==> src/rtl/fifo_uart_tx.sv <==
// Drains bytes from an 8-bit FIFO read port and sends each one as an 8N1 UART frame.
// Every output is driven from a register, so the serial line and the read strobe never glitch.
module fifo_uart_tx #(
  parameter int CLKS_PER_BIT = 16,
  parameter int COUNT_W      = 16
) (
  input  logic               clk,
  input  logic               reset,
  input  logic               tx_enable,
  input  logic               fifo_empty,
  input  logic [7:0]         fifo_data,
  output logic               fifo_rd_en,
  output logic               tx,
  output logic               busy,
  output logic               tx_done,
  output logic [COUNT_W-1:0] byte_count,
  output logic [2:0]         dbg_state
);

  localparam int BAUD_W = (CLKS_PER_BIT > 2) ? $clog2(CLKS_PER_BIT) : 1;
  localparam logic [BAUD_W-1:0] BAUD_LAST = BAUD_W'(CLKS_PER_BIT - 1);
  localparam logic [BAUD_W-1:0] BAUD_PRE  = BAUD_W'(CLKS_PER_BIT - 2);

  typedef enum logic [2:0] {
    IDLE  = 3'd0,
    FETCH = 3'd1,
    LATCH = 3'd2,
    START = 3'd3,
    DATA  = 3'd4,
    STOP  = 3'd5
  } state_t;

  state_t            r_state;
  logic [BAUD_W-1:0] r_baud;
  logic [2:0]        r_idx;
  logic [7:0]        r_shift;

  assign dbg_state = r_state;

  always_ff @(posedge clk or negedge reset) begin
    if (!reset) begin
      r_state    <= IDLE;
      r_baud     <= '0;
      r_idx      <= '0;
      r_shift    <= '0;
      fifo_rd_en <= 1'b0;
      tx         <= 1'b1;
      busy       <= 1'b0;
      tx_done    <= 1'b0;
      byte_count <= '0;
    end else begin
      case (r_state)
        IDLE: begin
          tx     <= 1'b1;
          r_baud <= '0;
          if (tx_enable && !fifo_empty) begin
            r_state    <= FETCH;
            fifo_rd_en <= 1'b1;
            busy       <= 1'b1;
          end
        end
        FETCH: begin
          fifo_rd_en <= 1'b0;
          r_state    <= LATCH;
        end
        // The FIFO registers data_out on the read edge, so it is valid here.
        LATCH: begin
          r_shift <= fifo_data;
          r_baud  <= '0;
          tx      <= 1'b0;
          r_state <= START;
        end
        START: begin
          if (r_baud == BAUD_LAST) begin
            r_baud  <= '0;
            r_idx   <= '0;
            tx      <= r_shift[0];
            r_state <= DATA;
          end else begin
            r_baud <= r_baud + 1'b1;
          end
        end
        DATA: begin
          if (r_baud == BAUD_LAST) begin
            r_baud <= '0;
            if (r_idx == 3'd7) begin
              tx      <= 1'b1;
              r_state <= STOP;
            end else begin
              r_shift <= {1'b0, r_shift[7:1]};
              tx      <= r_shift[1];
              r_idx   <= r_idx + 3'd1;
            end
          end else begin
            r_baud <= r_baud + 1'b1;
          end
        end
        STOP: begin
          tx <= 1'b1;
          // Raise tx_done one edge early so it is high exactly on the final stop cycle.
          if (r_baud == BAUD_PRE) begin
            tx_done    <= 1'b1;
            byte_count <= byte_count + COUNT_W'(1);
          end
          if (r_baud == BAUD_LAST) begin
            r_baud  <= '0;
            tx_done <= 1'b0;
            busy    <= 1'b0;
            r_state <= IDLE;
          end else begin
            r_baud <= r_baud + 1'b1;
          end
        end
        default: begin
          r_state    <= IDLE;
          r_baud     <= '0;
          fifo_rd_en <= 1'b0;
          tx         <= 1'b1;
          busy       <= 1'b0;
          tx_done    <= 1'b0;
        end
      endcase
    end
  end

endmodule

==> config.mk <==
export PLATFORM = sky130hd
export DESIGN_NAME = fifo_uart_tx
export DESIGN_NICKNAME = d
export VERILOG_FILES = /design/src/rtl/fifo_uart_tx.sv
export SDC_FILE = /design/constraint.sdc
export NUM_CORES = 1
export LEC_CHECK = 0
export CAP_MARGIN = 40
export CORE_ASPECT_RATIO = 0.6
export CORE_MARGIN = 2
export CORE_UTILIZATION = 42
export DETAILED_ROUTE_END_ITERATION = 6
export PLACE_DENSITY = 0.79
export SYNTH_ARGS = -nofsm -noshare
export SYNTH_HDL_FRONTEND = slang
export SYNTH_SLANG_ARGS = --single-unit
==> constraint.sdc <==
create_clock -name clk -period 1.9 [get_ports clk]
set_input_delay 0.38 -clock clk [delete_from_list [all_inputs] [get_ports clk]]
set_output_delay 0.38 -clock clk [all_outputs]
set_load 0.03 [all_outputs]
==> out/metrics.cfg <==
[detailed_routing]
drt-vias-per-instance = 5.165
avgRoutedWirePerCell_um = 14.15
routed-via-count = 1472
drtIter0Drc = 78
wirelength_mm = 4.033
postRouteAntennaNets = 0
drtPass1Iterations = 4
drc = 0

[clock_tree]
root_buffer = clkbuf_8
clockBufferDepth = 2
cts_hold_buf = 0
numCtsBuffers = 5
path_clk_slew_ns = 0.07
h-tree-depth = 2
insertion_delay_ns = 0.29
cts_setup_buffers = 0
cts.sinks = 38
cts_tree = built

[critical_path]
start_kind = flop
cpPeakStageDelay_ns = 0.67
cp_cell_sequence = clkdlybuf4s50_1
path_max_fanout = 2
cp_data_required_time_ns = 1.52
r2r_slack_ns = 0.12
slowest_stage = clkdlybuf4s50_1
critPathCaptureType = output port
timing.critical_path.buf_inv = 1
crit_arrival_ns = 1.49
crit_family = buffers and inverters
crit_type = reg2out

[floorplan]
die-area_um2 = 5008
fp.dieH_um = 55.63
die_w_um = 90.04
start_util = 0.4453
coreArea_um2 = 4189
num_rows = 18
boundaryPins = 35

[cells_and_area]
drive_gt1_frac = 0.1511
fillers = 366
antenna_cells = 0
nets = 244
synthToLayoutAreaGrowth_pct = 30.99

[job]
maxCapViolCount = 0

[sta]
finalHoldViolCount = 0
tns_ns = 0
drv_slew = 0
slew_headroom = 0.6909
rsz0062_at_grt = no
finalSetupViolations = 0
fin_ws_ns = 0.03383
fin_crit_ns = 1.866
skew_ns = 0.006898
clock.fmax_ghz = 0.5359
tightestPinTransition_ns = 0.4637
fin_crit_sh = 0.9822

[synthesis]
yosys_warnings = 0
yosysMostFrequentCell = dfrtp_1
synthArstFlopShare = 1.000
netlist-cell-type-count = 39
syn_avg_cell_area_um2 = 10.54
synth.net_count = 195
synth_seq_area_share = 0.5104
synth_edf_count = 0
synth-seq-cells = 38
syn_inst = 177
ys_top_cells_by_count = dfrtp_1, nand2_1, nor2_1, inv_1, xor2_1
synth_top_cell_by_area = dfrtp_1
synth_area_um2 = 1866
yosys-top-cells-area = dfrtp_1, xor2_1, ha_1
synth_flop_cell = dfrtp_1
synth.top_cell.area_share = 0.4963

[worst_hold_path]
hold_class = in2async

[placement]
io_buffers = 34
dpl_worst_slack_ns = 0.06556
globalplace.congestion = 0.8385
place_hpwl_mm = 2.977

[grt]
grt_util_all_layers = 0.1732
grt_pass1_vias = 1389
gr-total-overflow = 0
grt_max_degree = 39
antenna_found_initial = 0
grt_pass1_wl_mm = 6.817

[power]
p_leak_uw = 0.001126
power_density_nw_per_um2 = 583.6
vdd_ir_drop_max_mv = 0.3239

[run_status]
status = finished clean

## what timing repair did
action / 4_1_cts / 5_1_grt
endpoints found under the setup margin: 1 / 10
pin swaps: 0 / 2
resized for setup: 1 / 6
## kinds of logic after synthesis
kind of cell / share of synthesized area
AOI/OAI and AO/OA: 0.1529
adders and majority gates: 0.04024
muxes: 0.01207
xor gates and xnor gates: 0.07512
buffers and inverters: 0.03219
and+or+nand+nor: 0.1771
DFF: 0.5104
## per-layer routing
layer | wire length, um | track usage | vias to the layer above
li1 | - | - | 733
met1 | 2162 | 0.2612 | 703
met2 | 1615 | 0.2266 | 29
met3 | 184 | 0.05420 | 7
met4 | 72 | 0.07253 | 0
met5 | 0 | 0 | -
## path summary, 6_finish.rpt
| kind | start | to | depth (start not counted) |
|---|---|---|---|
| worst max register to register | dbg_state[1] | byte_count[14] | 4 |
| worst min-delay path | reset | r_shift[5] | 2 |
| max in group asynchronous | reset | tx | 2 |
| min in group clk | byte_count[15] | byte_count[15] | 1 |
| worst min register to register | byte_count[15] | byte_count[15] | 1 |
| worst max-delay path | tx | tx | 1 |
## power breakdown
part | internal (uW) | total, uW | switching [uW]
logic | 33.2 | 59.5 | 26.3
clock network | 280 | 544 | 264
registers | 818 | 823 | 4.58
total | 1130 | 1430 | 295
## cells in the final DEF, fill, tap and decap left out, types with 4 or more instances in the layout
master / synthesis / routed
buf_4: 0 / 13
a21oi_1: 8 / 8
a22o_1: 4 / 4
o21a_1: 5 / 5
xor2_1: 9 / 9
clkdlybuf4s50_1: 0 / 30
xnor2_1: 7 / 7
dfrtp_1: 37 / 34
ha_1: 6 / 6
o22a_1: 5 / 5
nand4_1: 4 / 4
inv_1: 9 / 9
clkbuf_8: 0 / 6
nand3_1: 7 / 7
and3_1: 4 / 4
nand2_1: 16 / 16
o21ai_0: 8 / 8
nor2_1: 10 / 10
## registers in the layout (all words and copies together) (netlist names)
name and flops:
fifo_rd_en 1, tx 1, tx_done 1, r_baud 4, dbg_state 3, busy 1
r_shift 8, byte_count 16, r_idx 3
## metrics by stage
step                total power, uW  instances  cell area, um2  hold slack (ns)    util
finish                         1426        285            2444           0.1293  0.5833
global route                   1491        285            2444           0.1623  0.5833
CTS                            1444        285            2429           0.1451  0.5797
detailed placement            899.2        279            2347           0.4567  0.5603
global placement              898.1        279            2347           0.4523  0.5603
floorplan                     854.7        177            1866          0.08441       -
## final cells by class
type	instances	area [um2]	share of cell area
clock buffers	6	82.58	0.03379
inverters	9	33.78	0.01382
multi-input cells	125	859.6	0.3518
flip-flops and latches	38	955.9	0.3912
well taps	60	75.07	0.03072
repair buffers	47	436.7	0.1787
Note: power is estimated with default switching activity, not from simulation.
